**src/rtl/imem_loader_if.sv**
```systemverilog
// imem_loader_if: groups the host byte handshake, the instruction-memory
// write port and the fetch-hold/status lines of the loader.
//   start      : one-cycle re-arm pulse (host -> loader)
//   byte_valid : byte_data is valid (host -> loader)
//   byte_data  : stream byte (host -> loader)
//   byte_ready : loader accepts a byte this cycle (loader -> host)
//   wr_en      : one-cycle instruction memory write strobe
//   wr_addr    : word-aligned byte address of the written word
//   wr_data    : instruction word
//   cpu_hold   : holds the fetch stage while a load is not complete
//   done / err : load completed with good checksum / load rejected
interface imem_loader_if;
  logic        start;
  logic        byte_valid;
  logic [7:0]  byte_data;
  logic        byte_ready;
  logic        wr_en;
  logic [31:0] wr_addr;
  logic [31:0] wr_data;
  logic        cpu_hold;
  logic        done;
  logic        err;

  modport master (
    output start, byte_valid, byte_data,
    input  byte_ready, wr_en, wr_addr, wr_data, cpu_hold, done, err
  );

  modport slave (
    input  start, byte_valid, byte_data,
    output byte_ready, wr_en, wr_addr, wr_data, cpu_hold, done, err
  );
endinterface

```
**src/rtl/imem_loader.sv**
```systemverilog
// imem_loader: receives a framed byte stream (LEN0 LEN1 | 4*N data bytes |
// CSUM) and writes little-endian 32-bit words into instruction memory,
// holding the fetch stage until a load completes with a matching checksum.
// Ports:
//   clk   : rising-edge clock
//   rst_n : asynchronous active-low reset
//   bus   : imem_loader_if slave (byte handshake, write port, hold/status)
module imem_loader #(
  parameter logic [31:0] BASE_ADDR = 32'h0000_0000,
  parameter int unsigned MAX_WORDS = 256
) (
  input  logic         clk,
  input  logic         rst_n,
  imem_loader_if.slave bus
);

  typedef enum logic [2:0] {
    S_LEN0  = 3'd0,
    S_LEN1  = 3'd1,
    S_DATA  = 3'd2,
    S_CSUM  = 3'd3,
    S_DONE  = 3'd4,
    S_ERROR = 3'd5
  } state_t;

  // Running frame checksum: XOR of every byte accepted so far.
  function automatic logic [7:0] csum_step(input logic [7:0] acc, input logic [7:0] b);
    csum_step = acc ^ b;
  endfunction

  state_t      state_q, state_d;
  logic [15:0] len_q;
  logic [15:0] idx_q;
  logic [1:0]  bcnt_q;
  logic [31:0] shift_q;
  logic [7:0]  xor_q;
  logic        byte_ready_q;
  logic        cpu_hold_q;
  logic        done_q;
  logic        err_q;
  logic        wr_en_q;
  logic [31:0] wr_addr_q;
  logic [31:0] wr_data_q;

  logic        accept_s;
  logic        terminal_s;
  logic [15:0] len_full_s;
  logic        last_word_s;
  logic [31:0] word_s;

  assign accept_s    = bus.byte_valid & byte_ready_q;
  assign terminal_s  = (state_q == S_DONE) || (state_q == S_ERROR);
  assign len_full_s  = {bus.byte_data, len_q[7:0]};
  assign last_word_s = (idx_q == (len_q - 16'd1));
  // Shift in from the top so the first byte of a word ends up in bits [7:0].
  assign word_s      = {bus.byte_data, shift_q[31:8]};

  // Next-state decode of the frame parser.
  always_comb begin
    state_d = state_q;
    case (state_q)
      S_LEN0: begin
        if (accept_s) state_d = S_LEN1;
        else          state_d = state_q;
      end
      S_LEN1: begin
        if (!accept_s)                                     state_d = state_q;
        else if (len_full_s == 16'd0)                      state_d = S_CSUM;
        else if ({16'd0, len_full_s} > 32'(MAX_WORDS))     state_d = S_ERROR;
        else                                               state_d = S_DATA;
      end
      S_DATA: begin
        if (accept_s && (bcnt_q == 2'd3) && last_word_s) state_d = S_CSUM;
        else                                             state_d = state_q;
      end
      S_CSUM: begin
        if (!accept_s)                   state_d = state_q;
        else if (bus.byte_data == xor_q) state_d = S_DONE;
        else                             state_d = S_ERROR;
      end
      S_DONE, S_ERROR: begin
        if (bus.start) state_d = S_LEN0;
        else           state_d = state_q;
      end
      default: state_d = S_LEN0;
    endcase
  end

  // State, datapath and registered outputs; flags are decoded from state_d so
  // they change on the same edge as the state itself.
  always_ff @(posedge clk or negedge rst_n) begin
    if (!rst_n) begin
      state_q      <= S_LEN0;
      len_q        <= 16'd0;
      idx_q        <= 16'd0;
      bcnt_q       <= 2'd0;
      shift_q      <= 32'd0;
      xor_q        <= 8'd0;
      byte_ready_q <= 1'b1;
      cpu_hold_q   <= 1'b1;
      done_q       <= 1'b0;
      err_q        <= 1'b0;
      wr_en_q      <= 1'b0;
      wr_addr_q    <= 32'd0;
      wr_data_q    <= 32'd0;
    end else begin
      state_q      <= state_d;
      byte_ready_q <= (state_d != S_DONE) && (state_d != S_ERROR);
      cpu_hold_q   <= (state_d != S_DONE);
      done_q       <= (state_d == S_DONE);
      err_q        <= (state_d == S_ERROR);
      wr_en_q      <= 1'b0;

      if (accept_s) begin
        xor_q <= csum_step(xor_q, bus.byte_data);
        case (state_q)
          S_LEN0: len_q[7:0]  <= bus.byte_data;
          S_LEN1: len_q[15:8] <= bus.byte_data;
          S_DATA: begin
            shift_q <= word_s;
            bcnt_q  <= bcnt_q + 2'd1;
            if (bcnt_q == 2'd3) begin
              wr_en_q   <= 1'b1;
              wr_data_q <= word_s;
              wr_addr_q <= BASE_ADDR + {14'd0, idx_q, 2'b00};
              idx_q     <= idx_q + 16'd1;
            end
          end
          default: ;
        endcase
      end

      // Re-arm from a terminal state: clear all per-frame bookkeeping.
      if (terminal_s && bus.start) begin
        len_q   <= 16'd0;
        idx_q   <= 16'd0;
        bcnt_q  <= 2'd0;
        shift_q <= 32'd0;
        xor_q   <= 8'd0;
      end
    end
  end

  assign bus.byte_ready = byte_ready_q;
  assign bus.cpu_hold   = cpu_hold_q;
  assign bus.done       = done_q;
  assign bus.err        = err_q;
  assign bus.wr_en      = wr_en_q;
  assign bus.wr_addr    = wr_addr_q;
  assign bus.wr_data    = wr_data_q;

endmodule

```
**src/flat_wrapper.sv**
```systemverilog
// flat-port wrapper written by rule: the top's interface ports become plain ports
module imem_loader_flat 
#(
  parameter logic [31:0] BASE_ADDR = 32'h0000_0000,
  parameter int unsigned MAX_WORDS = 256
)
  (clk, rst_n, bus_start, bus_byte_valid, bus_byte_data, bus_byte_ready, bus_wr_en, bus_wr_addr, bus_wr_data, bus_cpu_hold, bus_done, bus_err);
  imem_loader_if bus_i ();
  input  logic clk;
  input  logic rst_n;
  input wire logic [$bits(bus_i.start)-1:0] bus_start;
  input wire logic [$bits(bus_i.byte_valid)-1:0] bus_byte_valid;
  input wire logic [$bits(bus_i.byte_data)-1:0] bus_byte_data;
  output wire logic [$bits(bus_i.byte_ready)-1:0] bus_byte_ready;
  output wire logic [$bits(bus_i.wr_en)-1:0] bus_wr_en;
  output wire logic [$bits(bus_i.wr_addr)-1:0] bus_wr_addr;
  output wire logic [$bits(bus_i.wr_data)-1:0] bus_wr_data;
  output wire logic [$bits(bus_i.cpu_hold)-1:0] bus_cpu_hold;
  output wire logic [$bits(bus_i.done)-1:0] bus_done;
  output wire logic [$bits(bus_i.err)-1:0] bus_err;
  assign bus_i.start = bus_start;
  assign bus_i.byte_valid = bus_byte_valid;
  assign bus_i.byte_data = bus_byte_data;
  assign bus_byte_ready = bus_i.byte_ready;
  assign bus_wr_en = bus_i.wr_en;
  assign bus_wr_addr = bus_i.wr_addr;
  assign bus_wr_data = bus_i.wr_data;
  assign bus_cpu_hold = bus_i.cpu_hold;
  assign bus_done = bus_i.done;
  assign bus_err = bus_i.err;
  imem_loader #(.BASE_ADDR(BASE_ADDR), .MAX_WORDS(MAX_WORDS)) u_core (.clk(clk), .rst_n(rst_n), .bus(bus_i));
endmodule
```
**config.mk**
```make
export PLATFORM = sky130hd
export DESIGN_NAME = imem_loader_flat
export DESIGN_NICKNAME = d
export VERILOG_FILES = /design/src/rtl/imem_loader_if.sv /design/src/rtl/imem_loader.sv /design/src/flat_wrapper.sv
export SDC_FILE = /design/constraint.sdc
export NUM_CORES = 1
export LEC_CHECK = 0
export BUFFER_PORTS_ARGS = -buffer_cell sky130_fd_sc_hd__clkbuf_2
export CORE_UTILIZATION = 56
export DETAILED_ROUTE_END_ITERATION = 10
export HOLD_SLACK_MARGIN = 0.05
export PLACE_DENSITY_LB_ADDON = 0.25
export SETUP_SLACK_MARGIN = 0.1
export SLEW_MARGIN = 25
export SYNTH_ARGS = -nofsm -noshare
export SYNTH_HDL_FRONTEND = slang
export SYNTH_SLANG_ARGS = --single-unit
```
**constraint.sdc**
```tcl
create_clock -name clk -period 4.55 [get_ports clk]
set_clock_uncertainty 0.15 [all_clocks]
set_input_delay 0.2275 -clock clk [delete_from_list [all_inputs] [get_ports clk]]
set_output_delay 0.2275 -clock clk [all_outputs]
set_load 0.02 [all_outputs]
```
; Word level (Yosys, flattened, before mapping)
; Index checks and enable logic that the tools add are counted.
[totals]
register_bits = 130
input_bits = 12
output_inout_bits = 69
word_cells = 78
[op_classes]
addsub = 3
order_cmp = 1
eq_ne = 12
muxes = 28
bitwise = 2
n_reduce_logical = 18
[op_table]
columns = operator, count
row1 = $mux W16, 6
row2 = $mux W32, 3
row3 = $mux W8, 4
row4 = $mux W3, 7
row5 = $add A16 B1 Y16 const B, 1
row6 = $eq A16 B16 Y1, 1
row7 = $gt A16 B9 Y1 const B, 1
row8 = $logic_not A16 Y1, 1
row9 = $sub A16 B1 Y16 const B, 1
row10 = $pmux W3 S5, 1
row11 = $eq A3 B3 Y1 const B, 4
row12 = $reduce_bool A2 Y1, 5
row13 = $eq A8 B8 Y1, 1
row14 = $xor A8 B8 Y8, 1
row15 = $eq A3 B2 Y1 const B, 2
row16 = $mux W2, 3
row17 = $ne A3 B3 Y1 const B, 2
row18 = $reduce_and A2 Y1, 3
row19 = $reduce_and A3 Y1, 2
row20 = $logic_and A1 B1 Y1, 4
row21 = $mux W1, 4
row22 = $eq A3 B1 Y1 const B, 1
row23 = $logic_not A3 Y1, 1
row24 = $add A2 B1 Y2 const B, 1
row25 = other kinds (4), 4

; Longest topological paths before layout
; Gate-level depths: netlist of the first run.
[logic_depth]
word_depth = 7
depth_mapped = 8
mapped_depth_nobuf = 8

; Worst setup path after synthesis of the first run
; Ideal clock, no wire load.
[synth_path]
path_kind = reg2reg
from = reg u_core.len_q[3]
to = reg u_core.state_q[0]
setup_ns = 0.092
t_arrival_ns = 1.906
t_required_ns = 4.308
path_slack_ns = 2.402
path_stages_with_launch = 8
synth_period_minus_slack_ns = 2.148
cell_sequence = dfrtp_1 buf_6 or3_1 buf_6 or4_1 a31oi_1 a21oi_1 o31ai_2
[synth_between]
elab_chain_cells = 5
elab_cells_between_ends = 10
classes_between = add/sub: 1 / order compare: 1 / eq/ne: 1 / mux: 5 / reduce/logical: 2
[synth_lines]
columns = element, line
row1 = "start, declared", imem_loader.sv:32  ; logic [15:0] len_q;
row2 = "start signal, assigned", imem_loader.sv:117  ; S_LEN0: len_q[7:0] <= bus.byte_data;
row3 = $sub A16 B1 Y16 or $gt A16 B9 Y1 (tied branches), "imem_loader.sv:54, imem_loader.sv:69"
row4 = $eq A16 B16 Y1 or $mux W3 (tied branches), "imem_loader.sv:54, imem_loader.sv:69"
row5 = $logic_and A1 B1 Y1 or $mux W3 (tied branches), "imem_loader.sv:73, imem_loader.sv:68"
row6 = "$mux W3, on equally long branches", "imem_loader.sv:73, imem_loader.sv:67"
row7 = $pmux W3 S5 *, imem_loader.sv:61  ; case (state_q)
row8 = named net u_core.state_d[0], imem_loader.sv:31  ; state_t state_q, state_d;
row9 = "end signal, assigned", imem_loader.sv:107  ; state_q <= state_d;
row10 = "end, declared", imem_loader.sv:31
; The timed path passes the listed nets; every way through them passes the cells marked *.
; A chain may end at the register's enable or synchronous reset.

; Worst setup path after layout of the first run
[layout_path]
from = reg u_core.state_q[1]
to = reg u_core.wr_data_q[28] (netlist: u_core.bus.wr_data[28])
[layout_between]
elab_chain_cells = 2
[layout_lines]
columns = element, line
row1 = $eq A3 B2 Y1, imem_loader.sv:116  ; case (state_q)
row2 = $reduce_and A3 Y1 (no source line), --
row3 = "end signal, assigned", imem_loader.sv:124  ; wr_data_q <= word_s;
row4 = "end, declared", imem_loader.sv:43  ; logic [31:0] wr_data_q;
; Every way passes these cells.

==> results of run 1 <==
==> critical path, cell delays in order, from the launching register on <==
cell	delay [ns]
dfrtp_1	0.77
and2_1	0.27
nand2_2	0.07
inv_1	0.68
buf_4	0.39
nand2_1	0.14
nand2_1	0.09
==> final timing paths <==
path                                                          from                            endpoint  slack, ns  depth (start not counted)
worst max-delay path                   u_core.state_q[1]$_DFF_PN0_  u_core.bus.wr_data[28]$_DFFE_PN0P_       1.91                          6
worst min-delay path                                bus_byte_valid         u_core.len_q[8]$_DFFE_PN0P_       0.17                          5
worst max register to register         u_core.state_q[1]$_DFF_PN0_  u_core.bus.wr_data[28]$_DFFE_PN0P_       1.91                          6
worst min register to register  u_core.bus.wr_addr[11]$_DFFE_PN0P_  u_core.bus.wr_addr[11]$_DFFE_PN0P_       0.32                          2
max in group asynchronous                                    rst_n      u_core.shift_q[20]$_DFFE_PN0P_       2.84                          3
min in group asynchronous                                    rst_n          u_core.bus.wr_en$_DFF_PN0_       0.24                          2
==> through the flow <==
step / cells / hold slack [ns]
2_1_floorplan: 677 / -0.2181
3_3_place_gp: 815 / 0.2603
3_5_place_dp: 815 / 0.2710
4_1_cts: 857 / 0.1689
5_1_grt: 857 / 0.2075
6_report: 857 / 0.1711
==> cells by family after synthesis <==
family | after synthesis
DFF | 122
AOI/OAI and AO/OA | 78
muxes | 8
other | 1
and+or+nand+nor | 330
xor gates and xnor gates | 46
buffers and inverters | 74
adders and majority gates | 3
==> sequential cells by signal, summed over array words and instances (netlist names) <==
signal	flops
u_core.bus.wr_data	32
u_core.shift_q	24
u_core.bus.wr_addr	16
u_core.idx_q	16
u_core.len_q	16
u_core.xor_q	8
u_core.state_q	3
u_core.bcnt_q	2
u_core.bus.byte_ready	1
u_core.bus.cpu_hold	1
u_core.bus.done	1
u_core.bus.err	1
u_core.bus.wr_en	1
==> cells in the final DEF, fill, tap and decap left out, types with 3 or more instances in the layout <==
| master | instances |
|---|---|
| xnor2_1 | 26 |
| mux2i_1 | 8 |
| dfrtp_1 | 120 |
| clkbuf_8 | 4 |
| or3_1 | 5 |
| a31oi_1 | 6 |
| xor2_1 | 20 |
| dlygate4sd3_1 | 10 |
| and2_1 | 4 |
| nand4_1 | 7 |
| nor4_1 | 12 |
| a21oi_1 | 42 |
| buf_4 | 5 |
| nor3_1 | 10 |
| nand2_1 | 218 |
| clkinvlp_4 | 4 |
| o21ai_0 | 16 |
| clkbuf_2 | 63 |
| clkbuf_16 | 16 |
| nor2_1 | 41 |
| nand3_1 | 10 |
| inv_1 | 11 |
| conb_1 | 16 |
| or4_1 | 4 |
| ha_1 | 3 |
==> Yosys cell counts (2+ instances only) <==
cell type,n
nor3_1,10
and2_1,4
or4_1,4
nor3b_1,2
buf_6,2
a21oi_1,42
nand4_1,7
nand3_1,10
nand2_1,219
nor4b_1,2
nor2_1,42
ha_1,3
or3_1,5
nand2b_1,2
dfrtp_1,120
nor4_1,12
buf_1,7
o21ai_0,16
nand4b_1,2
a31oi_1,6
xor2_1,20
xnor2_1,26
buf_2,4
dfstp_2,2
mux2i_1,8
buf_4,16
clkbuf_1,33
inv_1,11
==> power groups by stage <==
stage / sequential (µW) / combinational, µW / clock [µW]
2_1_floorplan: 1360 / 685 / 0
5_1_grt: 1420 / 941 / 1360
3_5_place_dp: 1420 / 840 / 0
4_1_cts: 1400 / 855 / 1320
3_3_place_gp: 1410 / 824 / 0
6_report: 1410 / 856 / 1310
==> area by class of cell <==
cell class                 count  area [µm²]
fill                         822        3128
sequential                   122        3055
multi-input combinational    481        2485
clock buffer                  22       462.9
timing repair buffer          78       452.9
tap                          133       166.4
clock inverter                10       117.6
inverter                      11       41.29
==> per-layer routing <==
metal,vias up,share of wire
li1,2232,-
met1,2296,0.45
met2,130,0.49
met3,24,0.042
met4,0,0.018
met5,-,0
==> metrics.csv, run 1 <==
metric;value;unit
status;complete, no violations;
synthFlopType;dfrtp_1;
antenna_found_initial;0;
chipWidth;104.0;µm
dpl_cell_area;6101;µm²
ioPinCount;81;
cts_tree;built;
hold_buffers;10;
io_buffers;64;
drive_above_1_share;0.1519;
syn-cell-area;5821;µm²
synth_compound_area_frac;0.07825;
fin_util;0.6843;
ir_drop;357.4;µV
max_freq;379.4;MHz
design_area;6782;µm²
grt_overflow_total;0;
finalMaxSlewViolations;0;
grt_util_met2;0.4443;
async_reset_ff_frac;1.000;
min_path_type;input pin to flip-flop;
cts_max_level;4;
synth_seq_cells;122;
num_rows;36;
drtAntennaViolNets;0;
finalWorstSetupSlack;1.914;ns
switchingPower;1180;µW
synth_xor_area_frac;0.06922;
antenna_cells;0;
synth_edf_count;0;
grt_pass1_vias;4602;
clk_latency;0.53;ns
setup_tns;0;ns
dieArea;10810;µm²
seq_power_share;0.394;
drt-total-wl;13.92;mm
post-cts-setup-buffers;0;
core-area;9910;µm²
clock_sinks;122;
yosysWarnings;0;
total_power;3567;µW
cts_buffers;17;
cts.clk_slew.worst_paths;0.06;ns
gp_congestion;0.8488;
met1_usage;0.3769;
worst_pin_slew;0.9799;ns
top_usage_layer;met2;
route.detailed.drc;0;
use_met3;0.04950;
drtIter0Drc;334;
post-route-period-util;0.5793;
start_util;0.5874;
p_clk_frac;0.366;
yosysTopAreaCellShare;0.5159;
path_class;flip-flop to flip-flop;
area_growth;16.51;%
synth_cell_types;53;
nNetsFinal;726;
synth.area.top_cells;dfrtp_1 52%, nand2_1 14%, xnor2_1 3.9%;
grt.total_usage;0.2776;
maxCapViolations;0;
leakage;0.003341;µW
synth_adder_area_share;0.006449;
fin_crit;2.636;ns
synth_cells;662;
syn_area_per_cell;8.792;µm²
worstSetupEndpointType;flip-flop;
setup_violations;0;
die_h;104.0;µm
pre_cts_ws;1.934;ns
combinationalPowerShare;0.240;
root_buffer;clkbuf_8;
internal_power;2387;µW
hold_violations;0;
synthSimpleGateAreaFrac;0.2446;
clk_path_buf_depth;2;
grt_max_degree;75;
vias;4682;
slew_headroom;0.3452;
cp.arrival;2.95;ns
synthMuxAreaShare;0.01376;
switching_share;0.3308;
grt_pass1_wl;23.47;mm
synth_top_family_by_area;simple AND/OR/NAND/NOR gates;
power_per_cell_area;526.0;nW/µm²
ys_seq_area_frac;0.5249;
synth_area_leader_cell;dfrtp_1;
grt_setup_unrepaired;false;
avgViaCountPerCell;5.463;
wl_per_cell;16.24;µm
worstPathRequired;4.86;ns
hpwlAfterDp;9.110;mm
cp-start-kind;flip-flop;
post_cts_resized;0;
drt-pass1-iter-count;5;
path_max_fanout;28;
Note: power is estimated with default switching activity, not from simulation.
==> run 2, diff against run 1 <==
CORE_UTILIZATION = 52   (was 56)
clock period = 2.2 ns   (was 4.55 ns; I/O delays follow)
==> run 2 against run 1 <==
Against the previous run:
- non-clock buffer count up 41
- maximum frequency grew 28%
- global-route usage is 0.72 points lower
- routed wire length up 1.3%
- sequential power up 96%
- worst setup slack worse by 1.8 ns
- sequential share of layout area down 3.0 points
- critical path type unchanged
- critical endpoint is now u_core.state_q[0]$_DFF_PN0_
==> metrics.csv, run 2 (synthesis gave the netlist of run 1 again) <==
metric;value;unit
status;complete, no violations;
path_max_fanout;4;
setup_tns;0;ns
die_h;107.8;µm
cts_buffers;17;
grt_overflow_total;0;
drt-pass1-iter-count;5;
dieArea;11620;µm²
drt-total-wl;14.10;mm
grt_setup_unrepaired;true;
ioPinCount;81;
clock_sinks;122;
whs_path_depth;2;
finalMaxSlewViolations;0;
fillers;941;
pre_cts_ws;0.08907;ns
worstPathRequired;2.49;ns
io_buffers;64;
cp-start-kind;flip-flop;
min_path_type;flip-flop to flip-flop;
clk_latency;0.53;ns
chipWidth;107.8;µm
multi_input_area;2576;µm²
maxCapViolations;0;
finalWorstSetupSlack;0.1335;ns
worstSetupEndpointType;flip-flop;
cts_tree;built;
total_power;7881;µW
regArea;3059;µm²
area_growth;24.94;%
vias;4825;
clk_path_buf_depth;2;
root_buffer;clkbuf_8;
fin_crit;2.067;ns
reg2regPathDepth;5;
numPlacedInstances;861;
drive_above_1_share;0.2160;
wl_per_cell;15.60;µm
cts.clk_slew.worst_paths;0.06;ns
antenna_cells;0;
route.detailed.drc;0;
path_class;flip-flop to flip-flop;
max_freq;483.9;MHz
core-area;10890;µm²
gp_congestion;0.8959;
cts_max_level;4;
grt_pass1_vias;4714;
largest_reg_flops;32;
power_per_cell_area;1084;nW/µm²
start_util;0.5346;
drtAntennaViolNets;0;
hold_ws;0.3193;ns
ir_drop;759.0;µV
antenna_found_initial;0;
grt_pass1_wl;23.51;mm
nNetsFinal;767;
final_cell_mix;217 x nand2_1, 117 x dfrtp_1, 63 x clkbuf_2;
rrSetupSlack;0.13;ns
hold_violations;0;
cp.arrival;2.36;ns
num_rows;38;
grt.total_usage;0.2704;
setup_violations;0;
avgViaCountPerCell;5.337;
drtIter0Drc;272;
final_common_cell;nand2_1;
grt_max_degree;63;
leakage;0.003604;µW
stdcell_count;904;
post-route-period-util;0.9393;
hpwlAfterDp;9.674;mm
==> run 2: cell types whose count changed in the layout (fill, tap and decap cells not counted), moves of 3 or more <==
cell	previous run	this run
buf_12	0	4
buf_4	5	38
dfrtp_1	120	117
dfrtp_2	0	3
nor4_1	12	7
nor4_4	0	3
==> run 2: worst paths after layout <==
path,startpoint,end
worst min register to register,u_core.bus.wr_data[30]$_DFFE_PN0P_,u_core.bus.wr_data[30]$_DFFE_PN0P_
min in group asynchronous,rst_n,u_core.bus.wr_addr[9]$_DFFE_PN0P_
worst min-delay path,u_core.bus.wr_data[30]$_DFFE_PN0P_,u_core.bus.wr_data[30]$_DFFE_PN0P_
worst max register to register,u_core.len_q[6]$_DFFE_PN0P_,u_core.state_q[0]$_DFF_PN0_
max in group asynchronous,rst_n,u_core.len_q[13]$_DFFE_PN0P_
worst max-delay path,u_core.len_q[6]$_DFFE_PN0P_,u_core.state_q[0]$_DFF_PN0_
==> run 2: per-layer routing <==
| layer | vias up | GRT usage | share of wire |
|---|---|---|---|
| li1 | 2306 | - | - |
| met1 | 2381 | 0.3615 | 0.47 |
| met2 | 119 | 0.4354 | 0.48 |
| met3 | 19 | 0.04903 | 0.037 |
| met4 | 0 | 0.1067 | 0.015 |
| met5 | - | 0 | 0 |
==> run 2: cell type report <==
class / count / share of cell area
Sequential cell: 122 / 0.4207
Multi-Input combinational cell: 481 / 0.3543
Inverter: 11 / 0.006194
Timing Repair Buffer: 119 / 0.1132
Clock inverter: 10 / 0.01979
Clock buffer: 21 / 0.06177
Tap cell: 140 / 0.02409
==> run 2: worst max-delay path: stages, from the launching register on <==
cell and delay (ns):
dfrtp_1 0.40, or4_4 0.57, nor3_4 0.18, o311ai_1 0.12, a2111o_1 0.39, o31ai_2 0.18
==> run 2: power by group <==
group	internal (µW)	switching (µW)	total [µW]
Sequential	2520	238	2760
Combinational	1060	1310	2370
Clock	1780	976	2760
Total	5360	2520	7880
==> run 2: timing repair <==
action	in CTS	in global routing
setup endpoints to repair	23	47
buffers inserted	0	0
pin swaps	0	3
hold buffers	13	0
gates resized for setup	5	18
endpoints found under the hold margin	170	0
==> run 2: per-stage QoR <==
step | utilization | cell area (µm²)
after floorplan | - | 5893
after global placement | 0.5927 | 6454
after detailed placement | 0.5927 | 6454
after CTS | 0.6615 | 7202
after global routing | 0.6679 | 7272
final | 0.6679 | 7272
